File: src/rtl/hazard_pkg.sv
// Shared types and constants for the pipeline hazard controller.
package hazard_pkg;

    typedef enum logic [1:0] {
        INIT    = 2'd0,
        RUN     = 2'd1,
        MD_BUSY = 2'd2
    } state_t;

    localparam logic [1:0] FWD_RF  = 2'b00;
    localparam logic [1:0] FWD_WB  = 2'b01;
    localparam logic [1:0] FWD_MEM = 2'b10;

    localparam int REG_W = 5;

endpackage

File: src/rtl/hazard_ctrl_fwd_sel.sv
// Operand forwarding select for one E-stage source register; M beats W.
module fwd_sel
    import hazard_pkg::*;
(
    input  logic [REG_W-1:0] rs,
    input  logic [REG_W-1:0] rd_m,
    input  logic [REG_W-1:0] rd_w,
    input  logic             regwrite_m,
    input  logic             regwrite_w,
    output logic [1:0]       fwd
);

    always_comb begin
        fwd = FWD_RF;
        if (regwrite_m && (rd_m != '0) && (rd_m == rs))
            fwd = FWD_MEM;
        else if (regwrite_w && (rd_w != '0) && (rd_w == rs))
            fwd = FWD_WB;
    end

endmodule

File: src/rtl/hazard_ctrl.sv
// Stall/flush/forward control for the 5-stage pipeline, with mul/div
// sequencing, post-reset fill and saturating performance counters.
module hazard_ctrl
    import hazard_pkg::*;
#(
    parameter int MD_LAT      = 4,
    parameter int INIT_CYCLES = 3,
    parameter int CNT_W       = 32
) (
    input  logic             clk,
    input  logic             reset,
    input  logic [REG_W-1:0] Rs1D,
    input  logic [REG_W-1:0] Rs2D,
    input  logic [REG_W-1:0] Rs1E,
    input  logic [REG_W-1:0] Rs2E,
    input  logic [REG_W-1:0] RdE,
    input  logic [REG_W-1:0] RdM,
    input  logic [REG_W-1:0] RdW,
    input  logic             RegWriteM,
    input  logic             RegWriteW,
    input  logic             ResultSrcE0,
    input  logic             PCSrcE,
    input  logic             MdStartE,
    output logic             StallF,
    output logic             StallD,
    output logic             StallE,
    output logic             FlushD,
    output logic             FlushE,
    output logic             FlushM,
    output logic [1:0]       ForwardAE,
    output logic [1:0]       ForwardBE,
    output logic             MdBusy,
    output logic [CNT_W-1:0] StallCnt,
    output logic [CNT_W-1:0] FlushCnt
);

    localparam int IW = (INIT_CYCLES > 1) ? $clog2(INIT_CYCLES) : 1;
    localparam int MW = (MD_LAT > 1) ? $clog2(MD_LAT) : 1;

    function automatic logic [CNT_W-1:0] sat_inc(input logic [CNT_W-1:0] v);
        return (&v) ? v : v + CNT_W'(1);
    endfunction

    state_t        state, state_n;
    logic [IW-1:0] initcnt, initcnt_n;
    logic [MW-1:0] mdcnt, mdcnt_n;
    logic          lw_stall, md_stall, md_hold;
    logic [1:0]    fwd_a, fwd_b;

    fwd_sel u_fwd_a (
        .rs         (Rs1E),
        .rd_m       (RdM),
        .rd_w       (RdW),
        .regwrite_m (RegWriteM),
        .regwrite_w (RegWriteW),
        .fwd        (fwd_a)
    );

    fwd_sel u_fwd_b (
        .rs         (Rs2E),
        .rd_m       (RdM),
        .rd_w       (RdW),
        .regwrite_m (RegWriteM),
        .regwrite_w (RegWriteW),
        .fwd        (fwd_b)
    );

    always_comb begin
        lw_stall  = ResultSrcE0 && (RdE != '0) && ((RdE == Rs1D) || (RdE == Rs2D));
        md_stall  = MdStartE && (MD_LAT > 1);
        md_hold   = (mdcnt != MW'(1));

        state_n   = state;
        initcnt_n = initcnt;
        mdcnt_n   = mdcnt;
        StallF    = 1'b0;
        StallD    = 1'b0;
        StallE    = 1'b0;
        FlushD    = 1'b0;
        FlushE    = 1'b0;
        FlushM    = 1'b0;
        ForwardAE = fwd_a;
        ForwardBE = fwd_b;
        MdBusy    = (state == MD_BUSY);

        case (state)
            INIT: begin
                StallF = 1'b1;
                FlushD = 1'b1;
                FlushE = 1'b1;
                FlushM = 1'b1;
                if (initcnt == '0)
                    state_n = RUN;
                else
                    initcnt_n = initcnt - IW'(1);
            end
            RUN: begin
                StallF = lw_stall || md_stall;
                StallD = lw_stall || md_stall;
                StallE = md_stall;
                FlushM = md_stall;
                FlushD = PCSrcE;
                // A load-use bubble is only inserted when E is free to advance
                FlushE = PCSrcE || (lw_stall && !md_stall);
                if (md_stall) begin
                    mdcnt_n = MW'(MD_LAT - 1);
                    state_n = MD_BUSY;
                end
            end
            MD_BUSY: begin
                StallF  = md_hold;
                StallD  = md_hold;
                StallE  = md_hold;
                FlushM  = md_hold;
                mdcnt_n = mdcnt - MW'(1);
                if (!md_hold)
                    state_n = RUN;
            end
            default: state_n = INIT;
        endcase

        if (!reset) begin
            StallF    = 1'b1;
            StallD    = 1'b0;
            StallE    = 1'b0;
            FlushD    = 1'b1;
            FlushE    = 1'b1;
            FlushM    = 1'b1;
            ForwardAE = FWD_RF;
            ForwardBE = FWD_RF;
            MdBusy    = 1'b0;
        end
    end

    // Pipeline registers advance on negedge, so this state does too
    always_ff @(negedge clk) begin
        if (!reset) begin
            state    <= INIT;
            initcnt  <= IW'(INIT_CYCLES - 1);
            mdcnt    <= '0;
            StallCnt <= '0;
            FlushCnt <= '0;
        end else begin
            state   <= state_n;
            initcnt <= initcnt_n;
            mdcnt   <= mdcnt_n;
            if (StallF && (state != INIT))
                StallCnt <= sat_inc(StallCnt);
            if ((state == RUN) && PCSrcE)
                FlushCnt <= sat_inc(FlushCnt);
        end
    end

endmodule
File: config.mk
export PLATFORM = sky130hd
export DESIGN_NAME = hazard_ctrl
export DESIGN_NICKNAME = d
export VERILOG_FILES = /design/src/rtl/hazard_pkg.sv /design/src/rtl/hazard_ctrl_fwd_sel.sv /design/src/rtl/hazard_ctrl.sv
export SDC_FILE = /design/constraint.sdc
export NUM_CORES = 1
export LEC_CHECK = 0
export ABC_CLOCK_PERIOD_IN_PS = 2400
export CORE_ASPECT_RATIO = 1.2
export CORE_MARGIN = 4
export CORE_UTILIZATION = 45
export CTS_BUF_LIST = sky130_fd_sc_hd__clkbuf_2 sky130_fd_sc_hd__clkbuf_4 sky130_fd_sc_hd__clkbuf_8
export DETAILED_ROUTE_END_ITERATION = 10
export PLACE_DENSITY = 0.84
export REMOVE_ABC_BUFFERS = 1
export SLEW_MARGIN = 20
export SYNTH_ARGS = -nofsm -noshare
export SYNTH_HDL_FRONTEND = slang
export SYNTH_SLANG_ARGS = --single-unit
File: constraint.sdc
create_clock -name clk -period 2.4 [get_ports clk]
set_input_delay 0.36 -clock clk [delete_from_list [all_inputs] [get_ports clk]]
set_output_delay 0.36 -clock clk [all_outputs]
set_load 0.1 [all_outputs]
==> results of run 1 <==
cells by family after synthesis:
group	share of synthesized area [%]
AOI/OAI and AO/OA	8.247
adders and majority gates	2.608
muxes	0.5215
DFF	36.51
buffers and inverters	1.988
xor gates and xnor gates	17.57
and+or+nand+nor	32.56
synth_stat cells, types with 2 or more instances:
cell,number,area (um2)
or3_1,16,100.1
nand3_1,35,175.2
nand2_1,38,142.6
o211ai_1,3,22.52
nor2_1,51,191.4
nor3_1,9,45.04
mux2i_1,2,20.02
inv_1,7,26.28
nand2b_1,8,50.05
o21a_1,2,15.01
and3_1,16,100.1
o21bai_1,2,15.01
xor2_1,41,359.1
xnor2_1,36,315.3
and2_1,15,93.84
clkbuf_1,8,30.03
dfxtp_1,70,1401
o22ai_1,2,12.51
nand4_1,20,125.1
ha_1,8,100.1
or4_1,5,37.54
a21oi_1,20,100.1
and4_1,8,70.07
nor2b_1,2,12.51
nor4_1,7,43.79
o21ai_0,16,80.08
metrics by stage:
| stage | cell area, um2 | util [%] | setup WS (ns) | std cells | hold WS, ns |
|---|---|---|---|---|---|
| after floorplan | 3792 | - | -3.208 | 454 | 0.4529 |
| after global placement | 6392 | 77.98 | -1.320 | 755 | 0.4642 |
| after detailed placement | 6392 | 77.98 | -1.418 | 755 | 0.4844 |
==> metrics, run 1 <==
outcome stopped before the end; Sink Count 70; Yosys cell types 44; Root Driver clkbuf_8; flops & latches, synth 70; GPL Wtd Cong 0.9318; I/O pins 117; cells after synthesis 465; DIE WIDTH 92.31 um; DP Wirelength 9.870 mm; Syn Std Cell Area 0.003839 mm2; # hold bufs at CTS 0; die height 109.2 um; Initial Util 46.83%; EDFF count, synth 0; row cnt 36; Yosys Warn Count 0; post-synthesis sequential area ratio 36.51%; First Err [ERROR DPL-0038] Utilization greater than 100%, impossible to legalize; asr flop ratio synth 0%; IO buf count 116; Post-synth top flop dfxtp_1; Setup Fix Bufs, Post-CTS 101; clk buf depth 2; syn_area_per_cell 8.255 um2; Num CTS Buffers 9; CTS H-tree depth 3; Failed at 4_1_cts; post_cts resized 333
==> run 2, diff against run 1 <==
CORE_ASPECT_RATIO = unset   (was 1.2)
CORE_UTILIZATION = 30   (was 45)
CTS_BUF_LIST = unset   (was sky130_fd_sc_hd__clkbuf_2 sky130_fd_sc_hd__clkbuf_4 sky130_fd_sc_hd__clkbuf_8)
PLACE_DENSITY = unset   (was 0.84)
PLACE_DENSITY_LB_ADDON = 0.15   (was unset)
==> run 2 against run 1 <==
The flow now finishes, with violations (negative setup slack). Synthesized area unchanged. Synthesized cell count stayed put.
==> metrics, run 2 <==
outcome finished with violations; failing checks negative setup slack; Max Cap Violations 0; slew margin rel. 55.22%; Post-synth top flop dfxtp_1; EDFF count, synth 0; CTS H-tree depth 3; WL/cell 15.15 um; fill cell count 931; detailed-route DRC error count 0; largest net degree at the start of global routing 27; worst-path cell chain inv_4, ha_4, nand2b_4, nand2_4, buf_6, nor2_4, o21ai_2, o21bai_4, buf_12; final instance area 0.008715 mm2; post-synthesis sequential area ratio 36.51%; synth cell count leaders 70 x dfxtp_1, 51 x nor2_1, 41 x xor2_1; most instantiated library cell after synthesis dfxtp_1; Yosys cell types 44; syn_area_per_cell 8.255 um2; Syn Std Cell Area 0.003839 mm2; Die ar. 0.01467 mm2; initial antenna violation count 0; Yosys Warn Count 0; flops & latches, synth 70; first-pass GRT wire length 24.23 mm; iteration-0 DRC count of the detailed router 169; DR vias 4926; Worst Max-Slew Pin Slew 0.6697 ns; Startpoint Class flop; commonest non-fill, non-tap cells in the layout 148 x buf_4, 76 x buf_12, 74 x inv_1; top cell type's share of synthesized area 36.51%; GRT Overall Usage 20.39%; max-slew violations 0; Num CTS Buffers 9; CTS tree built; Sink Count 70; Root Driver clkbuf_16; Crit-path slowest cell dfxtp_4; setup repair after global routing missed its margin true; leading registers by flop count FlushCnt (32), StallCnt (32); cells after synthesis 465; dpl cell area 0.006528 mm2; GPL Wtd Cong 0.8169; worst-skew pair later-pin latency 0.41 ns; asr flop ratio synth 0%; CP peak stage delay 0.38 ns; Synth area leader dfxtp_1; delay-heaviest family, CP flip-flops; Worst Setup Path Type flop to output pin; DP Wirelength 9.095 mm; Routed Antenna Nets 0; clk buf depth 2; Clock Skew 0.03088 ns; I/O pins 117; HP Class flop to flop; Max IR drop VDD 0.3059 mV; crit path buf inv count 3; Final Util 69.34%; vias in the first global route 5316; via density per instance 4.892; Hold Violations, Final 0; CP Data Required Time 2.04 ns; core region area 0.01257 mm2; DIE WIDTH 121.1 um; clk slew on worst S/H paths 0.05 ns; # hold bufs at CTS 0; Initial Util 30.54%; data arrival time of the worst path 2.93 ns; LEAKAGE 3.788 nW; die height 121.1 um; layout cells sized above 1 53.77%; Antenna Cells 0; # setup viols final 115; ranking of synthesized cells by area dfxtp_1 37%, xor2_1 9.4%, xnor2_1 8.2%; Crit. End Element output pin; synth-to-layout area growth 127.0%; minimum setup slack in the final design -0.8940 ns; Final nets 880; IO buf count 116; Max FO, Critical Path 3; TritonRoute pass-1 iters 4; grt ovf 0; row cnt 41; drt total wl 15.26 mm; commonest non-fill, non-tap cell in the layout buf_4; PwrDens 584.9 mW/mm2
run 2: final cells by class:
class / count / area [um2] / share of cell area (%)
Multi-Input combinational cell: 377 / 2940 / 33.74
Sequential cell: 70 / 1628 / 18.68
Clock buffer: 9 / 225.2 / 2.584
Timing Repair Buffer: 295 / 3343 / 38.36
Inverter: 7 / 28.78 / 0.3302
Tap cell: 172 / 215.2 / 2.469
Clock inverter: 77 / 334.1 / 3.833
run 2: logic make-up after synthesis:
group                      share of synthesized area, %
xor gates and xnor gates                          17.57
muxes                                            0.5215
adders and majority gates                         2.608
and+or+nand+nor                                   32.56
DFF                                               36.51
AOI/OAI and AO/OA                                 8.247
buffers and inverters                             1.988
run 2: tightest hold or removal path: stages (launching register included):
cell     delay [ns]
dfxtp_2        0.32
o22ai_1        0.06
nor2_1         0.07
run 2: power breakdown:
group	leakage (nW)	switching, mW	internal, mW
registers	0.616	0.0444	1.17
logic	2.65	1.02	1.02
clock network	0.522	0.883	0.966
total	3.79	1.94	3.15
run 2: path summary, 6_finish.rpt:
path                          endpoint  slack, ns  cells after the start                      start
max                             StallF      -0.89                      9      state[0]$_SDFFE_NN0P_
min              mdcnt[1]$_SDFFE_NN0P_       0.49                      2      mdcnt[1]$_SDFFE_NN0P_
max reg2reg  StallCnt[27]$_SDFFE_NN0P_      -0.23                      8  StallCnt[14]$_SDFFE_NN0P_
min reg2reg      mdcnt[1]$_SDFFE_NN0P_       0.49                      2      mdcnt[1]$_SDFFE_NN0P_
run 2: repair_timing:
action	4_1_cts	5_1_grt
resized for setup	327	56
endpoints found under the setup margin	143	129
setup buffers	88	16
cloned	2	0
pin swaps	92	49
run 2: through the flow:
| step | std cells | hold slack, ns | power [mW] | worst slack (ns) | setup TNS [ns] |
|---|---|---|---|---|---|
| CTS | 997 | 0.5017 | 5.010 | -0.8884 | -29.56 |
| finish | 1007 | 0.4948 | 5.097 | -0.8940 | -32.76 |
| floorplan | 454 | 0.4529 | 2.152 | -3.208 | -61.23 |
| detailed placement | 823 | 0.4891 | 2.809 | -1.404 | -73.68 |
| global placement | 823 | 0.4663 | 2.785 | -1.344 | -71.56 |
| global route | 1007 | 0.5343 | 5.399 | -0.9449 | -37.34 |
run 2: layer usage:
metal	up-vias	wire length [um]	track usage [%]
met5	-	0	0
met1	2335	5690	20.25
met4	0	323	9.348
met3	35	910	7.273
met2	172	8335	37.69
li1	2384	-	-
Note: power is estimated with default switching activity, not from simulation.
==> run 3, diff against run 2 <==
HOLD_SLACK_MARGIN = 0.02   (was unset)
==> results of run 3 <==
The final DEF is identical to that of run 2; final timing and power are the same.
==> RTL edit 1 (flow settings as in run 3) <==
The parameter `MD_LAT` goes from 4 to 2.
--- a/src/rtl/hazard_ctrl.sv
+++ b/src/rtl/hazard_ctrl.sv
@@ -5,3 +5,3 @@
 #(
-    parameter int MD_LAT      = 4,
+    parameter int MD_LAT      = 2,
     parameter int INIT_CYCLES = 3,
Formal check against the unedited RTL: not equivalent (a bounded check fails within 10 cycles, from zero or initial values and one cycle with reset low).
==> RTL edit 1 against run 3 <==
The run still ends with setup timing left. Non-clock buffer count down 12. Global-route usage down 0.16 points. Largest cell class unchanged. Core utilization down 0.80 points. Routed wire length up 6.2%. Area after synthesis up 5.1%. Setup slack worse by 89 ps. Sequential cell count down 1. Clock skew up 9.3 ps. Synthesized cell count up 5.8%. Critical path type unchanged. Design area up 3.7%. Sequential share of layout area down 0.94 points. Power up 2.5%.
==> RTL edit 1: results (changes against run 3) <==
setup ws final=-983.4 ps (was -894.0 ps); Via density=5.214 (was 4.892); Peak VDD IR=0.0003955 V (was 0.0003059 V); worst r2r src=StallCnt[8] (was StallCnt[14]); hpwl dp=9447 um (was 9095 um); Yosys cell types=51 (was 44); worst hold start=initcnt[1] (was mdcnt[1]); leakage power=0.003762 uW (was 0.003788 uW); share of layout cells above drive strength 1=55.20% (was 53.77%); status=finished, violations left (unchanged); cells on worst reg2reg path=7 (was 8); Seq/Total Area, Yosys=34.24% (was 36.51%); first-pass GRT wire length=24910 um (was 24230 um); Clock Latency Late Sink=430 ps (was 410 ps); Avg WL per Cell=16.00 um (was 15.15 um); CP max-delay cell=dfxtp_2 (was dfxtp_4); setup TNS=-37090 ps (was -32760 ps); Initial DRC Count=344 (was 169); fillers=999 (was 931); Slew HR=63.23% (was 55.22%); top cells by area, synth=dfxtp_1 34%, xor2_1 7.8%, xnor2_1 4.8%, nor2_1 4.2%, a21oi_1 3.7% (was dfxtp_1 37%, xor2_1 9.4%, xnor2_1 8.2%, nor2_1 5.0%, nand3_1 4.6%); Post-DP Area=6693 um2 (was 6528 um2); critical path arrival=3020 ps (was 2930 ps); clock share of power=34.4% (was 36.3%); clock skew=40.19 ps (was 30.88 ps); Max FO, Critical Path=2 (was 3); failing checks=setup timing (unchanged); CP top delay family=compound AO/OA/AOI/OAI gates (was flip-flops); final setup fails=117 (was 115); Final GP Congestion=0.8393 (was 0.8169); top post-synthesis cells by count=69 x dfxtp_1, 45 x nor2_1, 36 x xor2_1 (was 70 x dfxtp_1, 51 x nor2_1, 41 x xor2_1); drt pass-1 iters=5 (was 4)
-- RTL edit 1: area by class of cell --
class	instances	area, um2	area share, %
Multi-Input combinational cell	387	3211	35.52
Timing Repair Buffer	283	3410	37.72
Clock buffer	9	225.2	2.491
Inverter	13	48.80	0.5398
Sequential cell	69	1604	17.74
Clock inverter	76	321.6	3.557
Tap cell	176	220.2	2.436
-- RTL edit 1: final timing paths --
check                               endpoint  slack [ps]
worst max register to register  StallCnt[29]        -170
worst min-delay path              initcnt[1]         510
worst max-delay path                  StallF        -980
worst min register to register    initcnt[1]         510
-- RTL edit 1: through the flow --
stage	worst slack [ps]	std cells	utilization, %	power (uW)
CTS	-1010	1007	65.06	5097
global route	-1064	1013	68.54	5547
global placement	-1305	843	50.74	2850
finish	-983.4	1013	68.54	5226
floorplan	-3316	470	-	2199
detailed placement	-1380	843	50.74	2878
-- RTL edit 1: cells by family after synthesis --
logic type / count (synthesis) / synth area share (%)
AOI/OAI and AO/OA: 82 / 12.31
muxes: 5 / 1.241
adders and majority gates: 7 / 2.171
and+or+nand+nor: 235 / 33.81
buffers and inverters: 36 / 3.629
xor gates and xnor gates: 58 / 12.59
DFF: 69 / 34.24
-- RTL edit 1: layer usage --
| metal | vias up | track usage [%] | part of all wire, % |
|---|---|---|---|
| li1 | 2493 | - | - |
| met1 | 2528 | 20.86 | 37 |
| met2 | 206 | 36.60 | 53 |
| met3 | 55 | 6.312 | 5.7 |
| met4 | 0 | 10.54 | 3.9 |
| met5 | - | 0 | 0 |
-- RTL edit 1: timing repair --
action | 4_1_cts | 5_1_grt
hold buffers | 0 | 0
pin swaps | 66 | 79
hold endpoints to repair | 0 | 0
setup buffers | 75 | 14
cloned | 7 | 1
resized for setup | 301 | 122
endpoints found under the setup margin | 140 | 132
==> RTL edit 2 (config.mk and constraints of run 3) <==
Made on the original files. The 3 states of `state_t` get a one-hot encoding in 3 bits.
--- a/src/rtl/hazard_pkg.sv
+++ b/src/rtl/hazard_pkg.sv
@@ -3,6 +3,6 @@
 
-    typedef enum logic [1:0] {
-        INIT    = 2'd0,
-        RUN     = 2'd1,
-        MD_BUSY = 2'd2
+    typedef enum logic [2:0] {
+        INIT    = 3'b001,
+        RUN     = 3'b010,
+        MD_BUSY = 3'b100
     } state_t;
Behaviour: same outputs for any inputs over 10 cycles, from zero or initial values and one cycle with reset low; not proved beyond that.
==> RTL edit 2 against run 3 <==
The flow still finishes with violations (setup timing). Sequential share of layout area down 0.60 points. Combinational power is 37% lower. Synthesized cell count increased by 9.2%. Clock power decreased by 7%. Design area is 4.4% higher. Critical path depth shrank 2. Setup slack worse by 200 ps. Hold slack gained 3.6 ps. Core utilization down 1.2 points. Routed wire length grew 11%. First-iteration DRC count rose by 85%. Area after synthesis up 7.5%. Power down 17%. Sequential cell count rose by 1.
==> RTL edit 2: results (changes against run 3) <==
status=finished, violations left (unchanged); failing checks=setup timing (unchanged); Non-clock inverters=11 (was 7); DRT Wirelength=16910 um (was 15260 um); dpl ws=-1735 ps (was -1404 ps); Critical Path Sink=FlushM (was StallF); Initial DRC Count=312 (was 169); share of layout cells above drive strength 1=50.00% (was 53.77%); Multi-In Gates=406 (was 377); met3 WL=1395 um (was 910 um); leakage power=0.003879 uW (was 0.003788 uW); final setup fails=105 (was 115); hold path endpoint=initcnt[0] (was mdcnt[1]); setup ws final=-1095 ps (was -894.0 ps); Via density=5.209 (was 4.892); met2 Resource Use GR=34.58% (was 37.69%); Peak VDD IR=0.0003328 V (was 0.0003059 V); cells on worst reg2reg path=11 (was 8); setup slack, reg-to-reg=-330 ps (was -230 ps); Post-Synth XOR/XNOR Area=11.04% (was 17.57%); Seq/Total Area, Yosys=34.45% (was 36.51%); Reg area=1644 um2 (was 1628 um2); Final GP Congestion=0.8390 (was 0.8169); P_clk=1720 uW (was 1850 uW); post-synthesis mux area share=2.183% (was 0.5215%); synthesized instance count=508 (was 465); Post-Synth Adder-Cell Area=1.213% (was 2.608%)
RTL edit 2: changes by cell type after synthesis, sizes merged, moves of 10 or more:
cell | before | now
or4 | 6 | 22
nand2b | 8 | 19
o31ai | 1 | 17
nor2 | 51 | 30
nand3 | 35 | 45
xor2 | 41 | 29
xnor2 | 36 | 23
RTL edit 2: metrics by stage:
step / total power [uW] / hold WS (ps) / utilization [%] / TNS (ps)
after detailed placement: 2322 / 494.7 / 50.56 / -80350
after global routing: 4494 / 587.2 / 68.14 / -43500
after CTS: 4121 / 498.5 / 64.88 / -41340
after floorplan: 1909 / 458.1 / - / -92550
after global placement: 2303 / 469.3 / 50.56 / -77720
final: 4212 / 498.4 / 68.14 / -38460
RTL edit 2: what timing repair did:
action / in CTS / in global routing
buffers inserted: 78 / 26
gates resized for setup: 280 / 68
cloned: 6 / 1
setup endpoints to repair: 139 / 121
pin swaps: 76 / 42
